==> config.mk <==
export PLATFORM = sky130hd
export DESIGN_NAME = servant_uart_rx
export DESIGN_NICKNAME = d
export VERILOG_FILES = /design/src/rtl/servant_uart_rx.sv
export SDC_FILE = /design/constraint.sdc
export NUM_CORES = 1
export LEC_CHECK = 0
export BUFFER_PORTS_ARGS = -buffer_cell sky130_fd_sc_hd__buf_2
export CORE_AREA = 2 2 82 84
export CTS_BUF_LIST = sky130_fd_sc_hd__clkbuf_8
export DETAILED_ROUTE_END_ITERATION = 10
export DIE_AREA = 0 0 84 86
export GPL_ROUTABILITY_DRIVEN = 0
export GPL_TIMING_DRIVEN = 0
export HOLD_SLACK_MARGIN = 0.15
export PLACE_DENSITY = 0.83
export SETUP_SLACK_MARGIN = 0.02
export SYNTH_ARGS = -nofsm -noshare
export SYNTH_HDL_FRONTEND = slang
export SYNTH_SLANG_ARGS = --single-unit
==> constraint.sdc <==
create_clock -name wb_clk -period 7.7 [get_ports wb_clk]
set_input_delay 0.77 -clock wb_clk [delete_from_list [all_inputs] [get_ports wb_clk]]
set_output_delay 0.77 -clock wb_clk [all_outputs]
set_load 0.02 [all_outputs]
==> src/rtl/servant_uart_rx.sv <==
// servant_uart_rx
//   Receive side of the servant serial port. An 8N1 asynchronous line is
//   synchronised, framed by a small bit-timing state machine, and each good
//   byte is pushed into a short FIFO. The CPU drains the FIFO over a
//   single-register-pair Wishbone responder; o_irq is high while data waits.
//
// Ports
//   wb_clk    : clock, every flop updates on the rising edge
//   wb_rst    : synchronous active-high reset
//   i_rx      : asynchronous serial input, idle high
//   i_wb_adr  : register select, 0 = DATA, 1 = STATUS
//   i_wb_dat  : write data, STATUS bit 2 clears overrun, bit 3 clears framing error
//   i_wb_we   : write enable
//   i_wb_cyc  : bus cycle request
//   o_wb_rdt  : registered read data
//   o_wb_ack  : single-cycle acknowledge
//   o_irq     : high while the FIFO holds at least one byte
//
// Register map
//   DATA   read : {23'b0, valid, byte}; reading a valid byte pops it
//   STATUS read : {24'b0, count[3:0], ferr, ovr, full, not_empty}

module servant_uart_rx #(
  parameter int CLKS_PER_BIT = 139,
  parameter int FIFO_DEPTH   = 4
) (
  input  logic        wb_clk,
  input  logic        wb_rst,
  input  logic        i_rx,
  input  logic        i_wb_adr,
  input  logic [31:0] i_wb_dat,
  input  logic        i_wb_we,
  input  logic        i_wb_cyc,
  output logic [31:0] o_wb_rdt,
  output logic        o_wb_ack,
  output logic        o_irq
);

  localparam int AW    = $clog2(FIFO_DEPTH);
  localparam int CW    = AW + 1;
  localparam int CNT_W = $clog2(CLKS_PER_BIT);

  localparam logic [CNT_W-1:0] HALF_LOAD = CNT_W'(CLKS_PER_BIT / 2 - 1);
  localparam logic [CNT_W-1:0] FULL_LOAD = CNT_W'(CLKS_PER_BIT - 1);
  localparam logic [CW-1:0]    DEPTH_C   = CW'(FIFO_DEPTH);

  typedef enum logic [2:0] {
    S_IDLE,
    S_START,
    S_DATA,
    S_STOP,
    S_BREAK
  } rx_state_t;

  // Synchroniser and edge detector state
  logic       rx_meta;
  logic       rx_s;
  logic       rx_prev;
  logic [1:0] sync_valid;
  logic       start_det;

  // Receiver state
  rx_state_t        state, state_n;
  logic [CNT_W-1:0] cnt, cnt_n;
  logic [2:0]       bit_idx, bit_idx_n;
  logic [7:0]       shreg, shreg_n;
  logic             push;
  logic             set_ferr;

  // FIFO and flags
  logic [7:0]    mem [FIFO_DEPTH];
  logic [AW-1:0] wr_ptr;
  logic [AW-1:0] rd_ptr;
  logic [CW-1:0] count, count_n;
  logic          empty;
  logic          full;
  logic          ovr;
  logic          ferr;

  // Bus decode
  logic          bus_hit;
  logic          pop;
  logic          push_ok;
  logic          clr_ovr;
  logic          clr_ferr;
  logic [31:0]   rd_data;

  // Two-flop synchroniser on the serial line. sync_valid marks when rx_s holds
  // a genuine sample of the pin rather than its reset value, so rx_prev can
  // only be 1 after the line has really been seen high. That keeps a line
  // stuck low through reset from looking like a start bit.
  always_ff @(posedge wb_clk) begin
    if (wb_rst) begin
      rx_meta    <= 1'b1;
      rx_s       <= 1'b1;
      rx_prev    <= 1'b0;
      sync_valid <= 2'b00;
    end else begin
      rx_meta    <= i_rx;
      rx_s       <= rx_meta;
      rx_prev    <= sync_valid[1] & rx_s;
      sync_valid <= {sync_valid[0], 1'b1};
    end
  end

  assign start_det = rx_prev & ~rx_s;

  // Receiver state register. Reset drops any byte that is half shifted in.
  always_ff @(posedge wb_clk) begin
    if (wb_rst) begin
      state   <= S_IDLE;
      cnt     <= '0;
      bit_idx <= '0;
      shreg   <= '0;
    end else begin
      state   <= state_n;
      cnt     <= cnt_n;
      bit_idx <= bit_idx_n;
      shreg   <= shreg_n;
    end
  end

  // Bit timing. The first wait is half a bit so every later sample lands
  // mid-bit. A start bit that is gone at its midpoint is treated as noise.
  // A low stop bit is a framing error; the line is then assumed to be in a
  // break and the receiver waits for it to return high before re-arming.
  always_comb begin
    state_n   = state;
    cnt_n     = cnt;
    bit_idx_n = bit_idx;
    shreg_n   = shreg;
    push      = 1'b0;
    set_ferr  = 1'b0;
    case (state)
      S_IDLE: begin
        if (start_det) begin
          state_n = S_START;
          cnt_n   = HALF_LOAD;
        end
      end
      S_START: begin
        if (cnt == '0) begin
          if (rx_s) begin
            state_n = S_IDLE;
          end else begin
            state_n   = S_DATA;
            cnt_n     = FULL_LOAD;
            bit_idx_n = '0;
          end
        end else begin
          cnt_n = cnt - 1'b1;
        end
      end
      S_DATA: begin
        if (cnt == '0) begin
          shreg_n   = {rx_s, shreg[7:1]};
          cnt_n     = FULL_LOAD;
          bit_idx_n = bit_idx + 1'b1;
          if (bit_idx == 3'd7) begin
            state_n = S_STOP;
          end
        end else begin
          cnt_n = cnt - 1'b1;
        end
      end
      S_STOP: begin
        if (cnt == '0) begin
          if (rx_s) begin
            push    = 1'b1;
            state_n = S_IDLE;
          end else begin
            set_ferr = 1'b1;
            state_n  = S_BREAK;
          end
        end else begin
          cnt_n = cnt - 1'b1;
        end
      end
      S_BREAK: begin
        if (rx_s) begin
          state_n = S_IDLE;
        end
      end
      default: begin
        state_n = S_IDLE;
      end
    endcase
  end

  assign empty = (count == '0);
  assign full  = (count == DEPTH_C);

  // Bus decode. The acknowledge cycle is the cycle in which a request is seen
  // with no ack outstanding; all reads and side effects are taken there.
  // A pop frees a slot in the same edge, so a push alongside it is accepted
  // even when the FIFO is full.
  always_comb begin
    bus_hit  = i_wb_cyc & ~o_wb_ack;
    pop      = bus_hit & ~i_wb_we & ~i_wb_adr & ~empty;
    push_ok  = push & (~full | pop);
    clr_ovr  = bus_hit & i_wb_we & i_wb_adr & i_wb_dat[2];
    clr_ferr = bus_hit & i_wb_we & i_wb_adr & i_wb_dat[3];
    count_n  = count;
    case ({push_ok, pop})
      2'b10:   count_n = count + 1'b1;
      2'b01:   count_n = count - 1'b1;
      default: count_n = count;
    endcase
    rd_data = '0;
    if (!i_wb_we) begin
      if (i_wb_adr) begin
        rd_data = {24'b0, 4'(count), ferr, ovr, full, ~empty};
      end else if (!empty) begin
        rd_data = {23'b0, 1'b1, mem[rd_ptr]};
      end
    end
  end

  // FIFO storage needs no reset; only slots between the pointers are read.
  always_ff @(posedge wb_clk) begin
    if (push_ok) begin
      mem[wr_ptr] <= shreg;
    end
  end

  // FIFO pointers, error flags and the bus outputs. A flag raised by the
  // receiver in the same cycle as a software clear stays set, so no event
  // can be lost to a racing clear.
  always_ff @(posedge wb_clk) begin
    if (wb_rst) begin
      wr_ptr   <= '0;
      rd_ptr   <= '0;
      count    <= '0;
      ovr      <= 1'b0;
      ferr     <= 1'b0;
      o_wb_rdt <= '0;
      o_wb_ack <= 1'b0;
      o_irq    <= 1'b0;
    end else begin
      if (push_ok) begin
        wr_ptr <= wr_ptr + 1'b1;
      end
      if (pop) begin
        rd_ptr <= rd_ptr + 1'b1;
      end
      count    <= count_n;
      ovr      <= (push & full & ~pop) | (ovr & ~clr_ovr);
      ferr     <= set_ferr | (ferr & ~clr_ferr);
      o_wb_ack <= bus_hit;
      if (bus_hit) begin
        o_wb_rdt <= rd_data;
      end
      o_irq    <= (count_n != '0);
    end
  end

endmodule
==> insert_results.sql <==
INSERT INTO impl_metrics (metric_group, metric, value, unit) VALUES
('sta', 'timing.fmax', '0.3476', 'GHz'),
('die', 'die_area', '0.007224', 'mm²'),
('cells_and_area', 'end_of_flow_core_utilization', '65.74', '%'),
('setup_path', 'crit_arrival', '3.11', 'ns'),
('detailed_routing', 'drt-met1-wl', '3147', 'µm'),
('cts', 'clkSlewWorstSetupHoldPaths', '0.09', 'ns'),
('die', 'die-height', '86', 'µm'),
('pwr', 'vdd.ir_drop.worst', '0.0001723', 'V'),
('detailed_routing', 'drt-pass1-iter-count', '5', ''),
('detailed_routing', 'dr.first_iter.drc_count', '205', ''),
('setup_path', 'worstSetupEndpointType', 'flip-flop', ''),
('detailed_routing', 'routed.top_layer', 'met4', ''),
('die', 'initial_core_util', '58.56', '%'),
('pwr', 'combinationalPowerShare', '25.3', '%'),
('hold_path', 'holdCritStartpoint', 'rx_meta', ''),
('sta', 'timing_worst_slew_pin_value', '0.7691', 'ns'),
('cts', 'post_cts_resized', '0', ''),
('die', 'floorplan.rows', '29', ''),
('detailed_routing', 'met2RoutedLength', '3444', 'µm'),
('pwr', 'power.share.switching', '33.27', '%'),
('cells_and_area', 'drive_above_1_share', '19.80', '%'),
('cts', 'cts.repair_timing.setup_buffer_count', '0', ''),
('cells_and_area', 'layout.nets', '445', ''),
('pwr', 'power_per_cell_area', '250.8', 'mW/mm²'),
('flow_run', 'maxCapViolations', '0', ''),
('cts', 'root_buffer', 'clkbuf_8', ''),
('place', 'placement.io_buffers', '16', ''),
('synthesis', 'synth-seq-area-share', '52.83', '%'),
('setup_path', 'crit_type', 'input port to flip-flop', ''),
('synthesis', 'number_of_enable_type_register_cells_in_the_synthesized_netlist', '32', ''),
('pwr', 'power.switching', '0.0003444', 'W'),
('setup_path', 'required', '7.93', 'ns'),
('pwr', 'power.internal', '0.0006906', 'W'),
('global_routing', 'grt_pass1_vias', '2441', ''),
('detailed_routing', 'vias', '2655', ''),
('detailed_routing', 'drt-total-wl', '7211', 'µm'),
('synthesis', 'synth_cell_type_count', '54', ''),
('synthesis', 'ys_dominant_reg_cell', 'dfxtp_1', ''),
('sta', 'max-slew-margin-rel', '48.59', '%'),
('cts', 'cts_hold_buffers_added', '0', ''),
('sta', 'rsz0062_at_grt', 'false', ''),
('sta', 'final_max_slew_viol_count', '0', ''),
('sta', 'hold_viol_final', '0', ''),
('global_routing', 'grt_first_pass_wirelength', '11740', 'µm'),
('pwr', 'pwr-share-clk', '29.0', '%'),
('detailed_routing', 'vias_per_cell', '5.520', ''),
('detailed_routing', 'post_detailed_route_drc_marker_count', '0', ''),
('cells_and_area', 'n_fill_cell', '487', ''),
('die', 'core-area', '0.006277', 'mm²'),
('pwr', 'leakagePower', '1.615', 'nW'),
('cts', 'numCtsBuffers', '9', ''),
('synthesis', 'post_synth_instance_area', '0.003676', 'mm²'),
('global_routing', 'grt_overflow_total', '0', ''),
('cts', 'worstSkewPairLatency', '0.36', 'ns'),
('setup_path', 'critical_path_peak_fanout', '9', ''),
('setup_path', 'crit_start', 'i_wb_adr', ''),
('cts', 'ctsLongestPathBuffers', '2', ''),
('synthesis', 'synth-warning-count', '0', ''),
('cts', 'tritoncts', 'yes', ''),
('synthesis', 'syn_area_per_cell', '10.50', 'µm²'),
('detailed_routing', 'wl_met3', '480', 'µm'),
('global_routing', 'initial_antenna_violation_count', '0', ''),
('sta', 'final.setup_skew', '0.01068', 'ns'),
('global_routing', 'grt.total_usage', '20.98', '%'),
('global_routing', 'grt_max_degree', '18', ''),
('sta', 'setup_total_negative_slack', '0', 'ns'),
('place', 'place_hpwl', '5160', 'µm'),
('cts', 'h-tree-depth', '3', ''),
('die', 'io_pins', '72', ''),
('synthesis', 'synth_cells', '350', ''),
('setup_path', 'r2r_start', 'cnt[1]', ''),
('synthesis', 'ys_async_sr_fraction', '0', '%'),
('cells_and_area', 'antenna_cells_inserted', '0', ''),
('pwr', 'power_frac_seq', '45.6', '%'),
('die', 'fp.dieW', '84', 'µm'),
('cells_and_area', 'area_growth', '12.25', '%'),
('sta', 'final-setup-viol-count', '0', ''),
('detailed_routing', 'route.antenna.remaining_nets', '0', ''),
('synthesis', 'synth.ff_latch_count', '81', ''),
('detailed_routing', 'wl_per_cell', '14.99', 'µm'),
('setup_path', 'worstSetupStartpointType', 'input port', ''),
('sta', 'finalCritPeriodShare', '37.36', '%'),
('hold_path', 'hold_class', 'flip-flop to flip-flop', ''),
('cts', 'tritoncts_num_sinks', '81', ''),
('sta', 'layout_min_cycle_time', '2.876', 'ns'),
('run_status', 'outcome', 'complete, no violations', '');
## synth_stat cells, drive strengths merged, types with 2 or more instances
master	instances	area (µm²)
dfxtp	49	980.9
nand2	33	123.9
nor2	33	123.9
edfxtp	32	960.9
buf	29	217.7
a21oi	25	125.1
nor3	18	100.1
clkbuf	13	48.80
o21ai	13	68.82
a22oi	9	67.56
inv	9	33.78
mux4	8	180.2
ha	7	87.58
nor2b	6	37.54
or3	5	31.28
a21o	4	30.03
and2	4	25.02
mux2i	4	40.04
nand2b	4	25.02
or2	4	25.02
xnor2	3	26.28
a31o	2	17.52
a31oi	2	12.51
a32oi	2	17.52
and3	2	12.51
nand4	2	12.51
nand4b	2	17.52
o211ai	2	15.01
o32ai	2	17.52
xor2	2	17.52
## layout by cell type, fill, tap and decap left out, drive strengths merged, types with 2 or more instances in the layout
cell type,synthesis,layout
ha,7,7
o211ai,2,2
nand4b,2,2
or3,5,5
buf,29,45
a21o,4,4
inv,9,15
conb,1,23
and2,4,4
nand2,33,33
xor2,2,2
clkbuf,13,22
or2,4,4
nor2,33,33
nand2b,4,4
o32ai,2,2
a22oi,9,9
a31oi,2,2
o21ai,13,13
a21oi,25,25
edfxtp,32,32
and3,2,2
nor2b,6,6
a31o,2,2
mux4,8,8
dfxtp,49,49
xnor2,3,3
a32oi,2,2
nor3,18,18
mux2i,4,4
nand4,2,2
## kinds of logic after synthesis
family / synth area share, %
and+or+nand+nor: 16.44
other: 0.1020
muxes: 5.990
AOI/OAI and AO/OA: 12.08
buffers and inverters: 8.169
adders and majority gates: 3.199
xor gates and xnor gates: 1.192
DFF: 52.82
## flip-flops by register name, summed over array words and instances (netlist names), 2 cells and up, named ones only
name,flops
rd_ptr,2
shreg,8
o_wb_rdt,9
state,3
bit_idx,3
count,3
mem,32
sync_valid,2
cnt,8
wr_ptr,2
## stage by stage
step / cells / cell area [µm²] / setup WS [ns] / total power, W / hold slack [ns]
6_report: 481 / 4126 / 4.824 / 0.001035 / 0.4213
2_1_floorplan: 372 / 3759 / 4.854 / 0.0006878 / 0.3895
5_1_grt: 481 / 4126 / 4.642 / 0.001085 / 0.4362
3_5_place_dp: 465 / 3935 / 4.506 / 0.0007366 / 0.3995
4_1_cts: 481 / 4126 / 4.848 / 0.001033 / 0.4248
3_3_place_gp: 465 / 3935 / 4.560 / 0.0007313 / 0.3988
## critical path, cell delays in order
cell and delay (ns):
clkbuf_1 0.20, nor4b_2 0.75, nor2b_1 0.20, buf_2 0.22, nor2b_1 0.20, fa_1 0.43
inv_1 0.10, a31o_2 0.16, o32ai_1 0.08
## worst paths after layout
check           to  slack (ns)  cells after the start
max          o_irq        4.82                      9
min reg2reg   rx_s        0.42                      1
max reg2reg  o_irq        4.84                     11
min           rx_s        0.42                      1
## layer usage
metal / vias to the layer above / global-route usage (%)
met3: 12 / 5.294
met4: 0 / 9.531
met2: 102 / 33.24
met5: - / 0
li1: 1301 / -
met1: 1240 / 27.44
## final cells by class
cell class | instances | area [µm²] | area share (%)
repair buffers | 16 | 80.08 | 1.941
multi-input cells | 240 | 1516 | 36.75
plain buffers | 42 | 266.5 | 6.458
inverters | 9 | 33.78 | 0.8187
clock buffers | 9 | 123.9 | 3.002
well taps | 77 | 96.34 | 2.335
flip-flops and latches | 81 | 1942 | 47.06
clock inverters | 7 | 67.56 | 1.637
## power groups by stage
stage	registers (W)	clock network [W]	logic [W]
final	0.000472	0.000300	0.000262
after CTS	0.000472	0.000305	0.000256
after detailed placement	0.000482	0	0.000255
after global placement	0.000481	0	0.000250
after floorplan	0.000478	0	0.000209
after global routing	0.000475	0.000326	0.000284
No activity file was read; power rests on OpenSTA's default activity.
